[src/rtl/pipeline_hazard_controller.sv]
// ---------------------------------------------------------------------------
// pipeline_hazard_controller
//
// Central stall/flush sequencer for the 5-stage RISC-V pipeline. It sits
// beside the forwarding unit and handles the hazards forwarding cannot:
//   * load-use hazards  -> hold PC and IF/ID, inject a bubble into ID/EXE
//   * taken branch/jump -> flush the wrong-path instructions in IF/ID (and
//                          ID/EXE on the resolving cycle)
//   * memory busywait   -> freeze the whole pipeline
// It also keeps a saturating stall counter and a sticky memory-timeout flag.
//
// Control outputs are Mealy (combinational from state + inputs) so a hazard
// is acted on in the same cycle it is detected.
//
// Parameters:
//   FLUSH_CYCLES     IF/ID flush cycles after a taken branch (1..7)
//   LU_STALL_CYCLES  bubble cycles per load-use hazard (1..7)
//   MEM_TIMEOUT      consecutive freeze cycles before TIMEOUT_ERR (1..255)
//   CNT_W            STALL_COUNT width
//
// Ports:
//   CLK, RESET                  clock (rising edge), async active-high reset
//   ID_RS1/ID_RS2               source registers of the ID instruction
//   ID_USES_RS1/ID_USES_RS2     ID instruction really reads RS1/RS2
//   EXE_RD                      destination register of the EXE instruction
//   EXE_MEM_READ, EXE_REG_WRITE EXE instruction is a load / writes the RF
//   BRANCH_TAKEN                branch/jump resolved taken in EXE
//   IMEM_BUSYWAIT, DMEM_BUSYWAIT memory not ready
//   FREEZE                      hold PC and all pipeline registers
//   PC_HOLD, IF_ID_HOLD         hold PC / IF-ID register
//   ID_EXE_BUBBLE               load NOP into ID/EXE
//   IF_ID_FLUSH, ID_EXE_FLUSH   clear the register to NOP
//   STATE                       RUN=00, LU_STALL=01, MEM_WAIT=10, FLUSH=11
//   STALL_COUNT                 cycles with FREEZE or PC_HOLD (saturating)
//   TIMEOUT_ERR                 sticky memory-timeout flag
// ---------------------------------------------------------------------------
module pipeline_hazard_controller #(
    parameter int FLUSH_CYCLES    = 2,
    parameter int LU_STALL_CYCLES = 1,
    parameter int MEM_TIMEOUT     = 255,
    parameter int CNT_W           = 16
) (
    input  logic             CLK,
    input  logic             RESET,
    input  logic [4:0]       ID_RS1,
    input  logic [4:0]       ID_RS2,
    input  logic             ID_USES_RS1,
    input  logic             ID_USES_RS2,
    input  logic [4:0]       EXE_RD,
    input  logic             EXE_MEM_READ,
    input  logic             EXE_REG_WRITE,
    input  logic             BRANCH_TAKEN,
    input  logic             IMEM_BUSYWAIT,
    input  logic             DMEM_BUSYWAIT,
    output logic             FREEZE,
    output logic             PC_HOLD,
    output logic             IF_ID_HOLD,
    output logic             ID_EXE_BUBBLE,
    output logic             IF_ID_FLUSH,
    output logic             ID_EXE_FLUSH,
    output logic [1:0]       STATE,
    output logic [CNT_W-1:0] STALL_COUNT,
    output logic             TIMEOUT_ERR
);

    typedef enum logic [1:0] {
        ST_RUN      = 2'b00,
        ST_LU_STALL = 2'b01,
        ST_MEM_WAIT = 2'b10,
        ST_FLUSH    = 2'b11
    } state_t;

    // Counter reload values: the detecting cycle is the first bubble/flush
    // cycle, so the down-counter only covers the remaining ones.
    localparam logic [2:0] FLUSH_RELOAD  = 3'(FLUSH_CYCLES - 1);
    localparam logic [2:0] LU_RELOAD     = 3'(LU_STALL_CYCLES - 1);
    localparam logic [7:0] TIMEOUT_LIMIT = 8'(MEM_TIMEOUT);

    // -----------------------------------------------------------------------
    // Registered state
    // -----------------------------------------------------------------------
    state_t           state_q, state_d;
    logic [2:0]       cnt_q, cnt_d;
    logic [7:0]       wait_cnt_q, wait_cnt_d;
    logic [CNT_W-1:0] stall_count_q, stall_count_d;
    logic             timeout_err_q, timeout_err_d;

    // Unmasked control decisions (masked by RESET at the ports)
    logic freeze_c;
    logic pc_hold_c;
    logic if_id_hold_c;
    logic id_exe_bubble_c;
    logic if_id_flush_c;
    logic id_exe_flush_c;

    // -----------------------------------------------------------------------
    // Load-use detection, one comparator per source operand
    // -----------------------------------------------------------------------
    logic [1:0][4:0] id_rs;
    logic [1:0]      id_uses;
    logic [1:0]      src_hit;
    logic            exe_is_load_wr;
    logic            lu_hit;
    logic            bw;

    assign id_rs   = {ID_RS2, ID_RS1};
    assign id_uses = {ID_USES_RS2, ID_USES_RS1};

    for (genvar gi = 0; gi < 2; gi++) begin : g_src
        assign src_hit[gi] = id_uses[gi] && (id_rs[gi] == EXE_RD);
    end

    // x0 is hardwired to zero, so a load targeting it never creates a hazard.
    assign exe_is_load_wr = EXE_MEM_READ && EXE_REG_WRITE && (EXE_RD != 5'd0);
    assign lu_hit         = exe_is_load_wr && (|src_hit);
    assign bw             = IMEM_BUSYWAIT || DMEM_BUSYWAIT;

    // -----------------------------------------------------------------------
    // Next-state and control outputs. Priority everywhere: BW > branch > LU.
    // -----------------------------------------------------------------------
    always_comb begin
        state_d         = state_q;
        cnt_d           = cnt_q;
        freeze_c        = 1'b0;
        pc_hold_c       = 1'b0;
        if_id_hold_c    = 1'b0;
        id_exe_bubble_c = 1'b0;
        if_id_flush_c   = 1'b0;
        id_exe_flush_c  = 1'b0;

        case (state_q)
            // MEM_WAIT without busywait behaves exactly like RUN.
            ST_RUN, ST_MEM_WAIT: begin
                if (bw) begin
                    freeze_c = 1'b1;
                    state_d  = ST_MEM_WAIT;
                end else if (BRANCH_TAKEN) begin
                    if_id_flush_c  = 1'b1;
                    id_exe_flush_c = 1'b1;
                    if (FLUSH_CYCLES > 1) begin
                        state_d = ST_FLUSH;
                        cnt_d   = FLUSH_RELOAD;
                    end else begin
                        state_d = ST_RUN;
                    end
                end else if (lu_hit) begin
                    pc_hold_c       = 1'b1;
                    if_id_hold_c    = 1'b1;
                    id_exe_bubble_c = 1'b1;
                    if (LU_STALL_CYCLES > 1) begin
                        state_d = ST_LU_STALL;
                        cnt_d   = LU_RELOAD;
                    end else begin
                        state_d = ST_RUN;
                    end
                end else begin
                    state_d = ST_RUN;
                end
            end

            // EXE holds a bubble here, so a branch cannot resolve.
            ST_LU_STALL: begin
                if (bw) begin
                    freeze_c = 1'b1;
                end else begin
                    pc_hold_c       = 1'b1;
                    if_id_hold_c    = 1'b1;
                    id_exe_bubble_c = 1'b1;
                    if (cnt_q <= 3'd1) begin
                        cnt_d   = 3'd0;
                        state_d = ST_RUN;
                    end else begin
                        cnt_d = cnt_q - 3'd1;
                    end
                end
            end

            // Only IF/ID still carries wrong-path instructions after the
            // resolving cycle; branch and load-use inputs are stale here.
            ST_FLUSH: begin
                if (bw) begin
                    freeze_c = 1'b1;
                end else begin
                    if_id_flush_c = 1'b1;
                    if (cnt_q <= 3'd1) begin
                        cnt_d   = 3'd0;
                        state_d = ST_RUN;
                    end else begin
                        cnt_d = cnt_q - 3'd1;
                    end
                end
            end

            default: begin
                state_d = ST_RUN;
                cnt_d   = 3'd0;
            end
        endcase
    end

    // -----------------------------------------------------------------------
    // Wait / timeout / stall counters
    // -----------------------------------------------------------------------
    always_comb begin
        wait_cnt_d    = 8'd0;
        timeout_err_d = timeout_err_q;
        stall_count_d = stall_count_q;

        // Counts consecutive freeze cycles only; any free cycle restarts it.
        if (freeze_c) begin
            wait_cnt_d = (wait_cnt_q == 8'hFF) ? wait_cnt_q : wait_cnt_q + 8'd1;
        end

        // Sticky: once set only RESET clears it; the pipeline keeps waiting.
        if (freeze_c && (wait_cnt_d == TIMEOUT_LIMIT)) begin
            timeout_err_d = 1'b1;
        end

        if ((freeze_c || pc_hold_c) && !(&stall_count_q)) begin
            stall_count_d = stall_count_q + {{(CNT_W-1){1'b0}}, 1'b1};
        end
    end

    always_ff @(posedge CLK or posedge RESET) begin
        if (RESET) begin
            state_q       <= ST_RUN;
            cnt_q         <= 3'd0;
            wait_cnt_q    <= 8'd0;
            stall_count_q <= '0;
            timeout_err_q <= 1'b0;
        end else begin
            state_q       <= state_d;
            cnt_q         <= cnt_d;
            wait_cnt_q    <= wait_cnt_d;
            stall_count_q <= stall_count_d;
            timeout_err_q <= timeout_err_d;
        end
    end

    // -----------------------------------------------------------------------
    // Outputs: controls are masked while RESET is high so a reset between
    // clock edges silences the pipeline immediately.
    // -----------------------------------------------------------------------
    assign FREEZE        = freeze_c        && !RESET;
    assign PC_HOLD       = pc_hold_c       && !RESET;
    assign IF_ID_HOLD    = if_id_hold_c    && !RESET;
    assign ID_EXE_BUBBLE = id_exe_bubble_c && !RESET;
    assign IF_ID_FLUSH   = if_id_flush_c   && !RESET;
    assign ID_EXE_FLUSH  = id_exe_flush_c  && !RESET;
    assign STATE         = state_q;
    assign STALL_COUNT   = stall_count_q;
    assign TIMEOUT_ERR   = timeout_err_q;

endmodule

[config.mk]
export PLATFORM = sky130hd
export DESIGN_NAME = pipeline_hazard_controller
export DESIGN_NICKNAME = d
export VERILOG_FILES = /design/src/rtl/pipeline_hazard_controller.sv
export SDC_FILE = /design/constraint.sdc
export NUM_CORES = 1
export LEC_CHECK = 0
export CAP_MARGIN = 20
export CORE_ASPECT_RATIO = 1.1
export CORE_UTILIZATION = 45
export DETAILED_ROUTE_END_ITERATION = 12
export MAX_ROUTING_LAYER = met4
export PLACE_DENSITY = 0.76
export SYNTH_ARGS = -nofsm -noshare
export SYNTH_HDL_FRONTEND = slang
export SYNTH_SLANG_ARGS = --single-unit
[constraint.sdc]
create_clock -name CLK -period 2.4 [get_ports CLK]
set_input_delay 0.24 -clock CLK [delete_from_list [all_inputs] [get_ports CLK]]
set_output_delay 0.24 -clock CLK [all_outputs]
set_load 0.01 [all_outputs]
======== Word level (Yosys, flattened, before mapping) ========
Cells that the tools add are included.
word-level totals
  register bits ........................... 30
  input port bits ......................... 24
  output and inout port bits .............. 25
  word-level logic and storage cells ...... 67
operators by class
  add/subtract/negate cells ............... 3
  magnitude comparators ................... 1
  eq/ne operators ......................... 11
  multiplexer cells ....................... 23
  reduce and logical (&&, ||, !) cells .... 24
operators with widths
  cell                                                                   count
  16-bit by 1-bit adder with 16-bit output, second input constant        1
  8-bit equality test, second input constant                             2
  8-bit 2-to-1 mux                                                       2
  16-bit AND reduction                                                   1
  3-bit 2-to-1 mux                                                       4
  1-bit logical AND                                                      11
  5-bit equality test                                                    2
  1-bit 2-to-1 mux                                                       9
  8-bit by 1-bit adder with 8-bit output, second input constant          1
  2-bit 2-to-1 mux                                                       4
  2-bit != test, second input constant                                   3
  3-bit case mux with 2 select lines                                     1
  2-bit OR reduction                                                     3
  5-bit nonzero test                                                     1
  2-bit equality test, second input constant                             2
  1-bit case mux with 2 select lines                                     2
  2-bit case mux with 2 select lines                                     1
  4-bit OR reduction                                                     1
  3-bit by 1-bit <= comparator with 1-bit output, second input constant  1
  3-bit AND reduction                                                    1
  3-bit by 1-bit subtractor with 3-bit output, second input constant     1
  2-bit by 1-bit equality test with 1-bit output, second input constant  1
  1-bit zero test                                                        2
  2-bit zero test                                                        1
  other kinds (3)                                                        4

======== Logic depth before layout (Yosys ltp) ========
  word-level depth ........................ 10
  gate-level depth with buffers ........... 8
  gate-level depth less buffers ........... 7

======== Worst setup path after synthesis ========
Ideal clock, no wire load.
  path kind ............................... flip-flop to flip-flop
  start point ............................. register wait_cnt_q[0]
  end point ............................... register timeout_err_q, in the netlist TIMEOUT_ERR
  library setup time ...................... 0.120 ns
  arrival ................................. 1.819 ns
  required time ........................... 2.280 ns
  slack ................................... 0.461 ns
  stages on the path, launching flop included .. 9
  buffers on the path ..................... 1
  path through ............................ dfrtp_1 ha_1 nand2_1 or3_1 clkbuf_1 nor2b_1 xnor2_1 nor2_1 a41o_1
between the ends
  longest elaborated chain between the ends .. 5
  elaborated cells on any way between the ends .. 6
ends and longest elaborated chain
  item                                                                           RTL line  text
  from (decl)                                                                    84        logic [7:0] wait_cnt_q, wait_cnt_d;
  from (signal assigned)                                                         234       wait_cnt_q <= wait_cnt_d;
  8-bit by 1-bit adder with 8-bit output or 8-bit equality test (tied branches)  211       wait_cnt_d = (wait_cnt_q == 8'hFF) ? wait_cnt_q : wait_cnt_q + 8'd1;
  8-bit 2-to-1 mux *                                                             211
  8-bit 2-to-1 mux *                                                             210       if (freeze_c) begin
  net wait_cnt_d[3]                                                              84
  8-bit equality test *                                                          215       if (freeze_c && (wait_cnt_d == TIMEOUT_LIMIT)) begin
  1-bit logical AND *                                                            215
  to (signal assigned)                                                           236       timeout_err_q <= timeout_err_d;
  to (decl)                                                                      86        logic timeout_err_q, timeout_err_d;
Mark *: on every way through the listed nets, which the timed path passes. The rest lies on a longest branch.
A chain may end at the register's enable or synchronous reset.

======== Final worst setup path ========
  start point ............................. input port EXE_RD[0]
  end point ............................... output port IF_ID_HOLD
between the ends
  longest elaborated chain between the ends .. 9
  elaborated cells on any way between the ends .. 13
ends and longest elaborated chain
  item                                  RTL line  text
  from (decl)                           49        input logic [4:0] EXE_RD,
  5-bit equality test                   110       assign src_hit[gi] = id_uses[gi] && (id_rs[gi] == EXE_RD);
  1-bit logical AND                     110
  2-bit OR reduction                    115       assign lu_hit = exe_is_load_wr && (|src_hit);
  1-bit logical AND *                   115
  1-bit 2-to-1 mux *                    146       end else if (lu_hit) begin
  1-bit 2-to-1 mux *                    137       end else if (BRANCH_TAKEN) begin
  1-bit 2-to-1 mux *                    134       if (bw) begin
  1-bit case mux with 2 select lines *  131       case (state_q)
  1-bit logical AND *                   246       assign IF_ID_HOLD = if_id_hold_c && !RESET;
  to (decl)                             57        output logic IF_ID_HOLD,
Every way passes the cells marked *; elsewhere a longest branch is shown, timed or not.

==> results.sh <==
export IMPL_status="finished clean"
export IMPL_chipHeight_um=67.4
export IMPL_grt_usage_pct=23.3
export IMPL_overflow=0
export IMPL_dp_hpwl_um=2930
export IMPL_slowest_delay_ps=550
export IMPL_h_tree_depth=2
export IMPL_post_cts_buffers=0
export IMPL_num_io_pins=49
export IMPL_p_per_area_mw_per_mm2=915
export IMPL_grt_max_degree=31
export IMPL_rsz0062_at_grt="no"
export IMPL_syn_inst=187
export IMPL_max_freq_ghz=0.445
export IMPL_worst_pin_slew_ps=479
export IMPL_reg2reg_from="wait_cnt_q[0]"
export IMPL_cpLargestDelayFamily="buffers and inverters"
export IMPL_reg2reg_depth=7
export IMPL_layout_common_cells="45 x clkdlybuf4s50_1, 30 x dfrtp_1, 21 x nor2_1, 18 x nand2_1, 16 x xnor2_1"
export IMPL_maxSlewHeadroom_pct=67.7
export IMPL_final_period_utilization_pct=93.7
export IMPL_route_met2_wl_um=1950
export IMPL_clock_skew_final_ps=4.17
export IMPL_dpl_cell_count=289
export IMPL_cp_end_kind="primary output"
export IMPL_drv_slew=0
export IMPL_max_cap_viol_count=0
export IMPL_worstSetupStartpointType="input pin"
export IMPL_die_x_um=61.4
export IMPL_start_util_pct=47.5
export IMPL_fin_crit_ps=2250
export IMPL_r2r_slack_ps=280
export IMPL_yosysUniqueCellTypes=41
export IMPL_drt_vias_per_instance=5.17
export IMPL_area_growth_pct=39.9
export IMPL_cts_hold_buf=0
export IMPL_drive_gt1_share_pct=9.76
export IMPL_grt_pass1_vias=1518
export IMPL_cts_sinks=30
export IMPL_finalHoldWorstSlack_ps=452
export IMPL_mostFrequentLayoutCell="clkdlybuf4s50_1"
export IMPL_num_vias=1531
export IMPL_cts_buffer_depth=2
export IMPL_numPortBuffers=48
export IMPL_cp_buffers_inverters=2
export IMPL_diodes=0
export IMPL_finalPower_mw=2.24
export IMPL_wl_met3_um=164
export IMPL_rows=23
export IMPL_coreArea_mm2=0.00368
export IMPL_first_pass_iters=4
export IMPL_hold_path_class="in2async"
export IMPL_cp_cell_sequence="clkdlybuf4s50_1, or4_4, o211a_1, a21oi_1, nor2_1, dlygate4sd2_1"
export IMPL_hold_viol_final=0
export IMPL_top_layer_used="met4"
export IMPL_ir_worst_vdd_mv=0.588
export IMPL_globalplace_congestion=0.889
export IMPL_clk_latency_ps=280
export IMPL_crit_path_top_delay_cell="or4_4"
export IMPL_synth_avg_cell_area_um2=9.35
export IMPL_drtIter0Drc=54
export IMPL_ys_ff_latch=30
export IMPL_grt_pass1_wl_um=6750
export IMPL_tritoncts="done"
export IMPL_avgRoutedWirePerCell_um=13.4
export IMPL_cts_root_buf="clkbuf_8"
export IMPL_clk_pin_slew_worst_paths_ps=60
export IMPL_yosysWarnings=0
export IMPL_post_route_drc_count=0
export IMPL_crit_arrival_ps=2010
export IMPL_antenna_found_initial=0
export IMPL_setup_viol=0
export IMPL_crit_type="in2out"
export IMPL_num_nets_final=274
export IMPL_syn_nets=215
export IMPL_ys_seq_area_share_pct=42.9
export IMPL_dieArea_mm2=0.00414
export IMPL_critPathRequiredTime_ps=2160
export IMPL_synthesis_area_mm2=0.00175
export IMPL_p_leak_nw=1.00
export IMPL_r2r_end="TIMEOUT_ERR"
export IMPL_fin_util_pct=66.4
export IMPL_cp_max_fo=3
export IMPL_wl_met1_um=1770
export IMPL_finalWirelength_um=3950
export IMPL_cts_buffers=5
export IMPL_ant_nets=0
export IMPL_fin_cells=296
[layout make-up]
cell class / instances / area, um^2
repair buffers: 57 / 548
multi-input cells: 143 / 937
clock buffers: 6 / 82.6
well taps: 50 / 62.6
clock inverters: 1 / 30.0
flip-flops and latches: 30 / 751
inverters: 9 / 33.8
fillers: 315 / 1240
[synth_stat cells]
master    count  share of area, %
nor4_4        1               1.2
a221oi_1      1              0.50
and2_0        1              0.36
a21oi_1       5               1.4
o22ai_1       1              0.36
clkbuf_1      3              0.64
inv_1         9               1.9
nor4_1        1              0.36
o211ai_1      1              0.43
o21ai_0      10               2.9
mux2i_1       1              0.57
dfrtp_1      30                43
nor3_1       12               3.4
buf_4         2              0.86
nand4_1       5               1.8
xor2_1       11               5.5
and3_1        3               1.1
o21bai_1      1              0.43
xnor2_1      16               8.0
a31oi_1       2              0.72
o21a_1        1              0.43
and4_1        2               1.0
a21o_4        1              0.86
nor2b_1       1              0.36
or4_4         1              0.64
a211oi_1      3               1.3
o21ai_2       1              0.50
mux2_2        1              0.64
or3_1         1              0.36
nand3_1       7               2.0
or2_2         1              0.36
o211a_1       1              0.57
nor3b_1       1              0.43
nand2_1      18               3.9
nor2_1       21               4.5
o32ai_1       1              0.50
mux2_4        1              0.86
a41o_1        1              0.57
ha_1          4               2.9
a22o_1        2               1.0
a21oi_4       1              0.93
[power by group]
group          internal (mW)  switching (mW)
clock network          0.332           0.180
registers              0.669           0.202
logic                  0.464           0.390
[metal layers]
layer / vias to the layer above / track usage, %
met3: 6 / 5.94
met2: 28 / 38.6
met5: - / -
li1: 774 / -
met4: 0 / 10.6
met1: 723 / 26.3
[repair_timing]
item	in CTS	in global routing
resized for setup	2	1
gates cloned	0	0
endpoints found under the setup margin	3	1
[metrics by stage]
step	area [um^2]	TNS [ps]	setup WS (ps)
2_1_floorplan	1750	0	461
3_3_place_gp	2330	0	41.2
3_5_place_dp	2330	-1.64	-1.64
4_1_cts	2440	0	4.07
5_1_grt	2440	0	96.5
6_report	2440	0	152
[registers in the layout, summed over array words and instances (netlist names)]
signal / flops
TIMEOUT_ERR: 1
wait_cnt_q: 8
cnt_q: 3
STALL_COUNT: 16
STATE: 2
[worst max-delay path by stage]
stage | startpoint | to | slack (ps) | cells past startpoint
6_report | EXE_RD[0] | IF_ID_HOLD | 150 | 6
5_1_grt | EXE_RD[0] | IF_ID_HOLD | 100 | 6
4_1_cts | EXE_RD[0] | ID_EXE_BUBBLE | 4 | 6
3_5_place_dp | EXE_RD[0] | IF_ID_HOLD | -2 | 6
3_3_place_gp | EXE_RD[0] | ID_EXE_BUBBLE | 40 | 6
2_1_floorplan | wait_cnt_q[0] | TIMEOUT_ERR | 460 | 8
[cell families (layout without fill, tap and decap cells)]
group                      after synthesis  count (layout)  synth area share, %
adders and majority gates                4               4                 2.86
DFF                                     30              30                 42.9
xor gates and xnor gates                27              27                 13.5
muxes                                    3               3                 2.08
and+or+nand+nor                         76              76                 21.8
buffers and inverters                   14              73                 3.44
AOI/OAI and AO/OA                       33              33                 13.4
[worst register-to-register path, delay by kind of cell (launching register included)]
kind | cells | cell delay, ps
XOR/XNOR | 1 | 130
AO/OA/AOI/OAI | 1 | 210
flip-flops | 1 | 460
AND/OR/NAND/NOR | 4 | 920
adder cells (fa/ha/maj) | 1 | 290
Power figures use the tool's default switching activity.
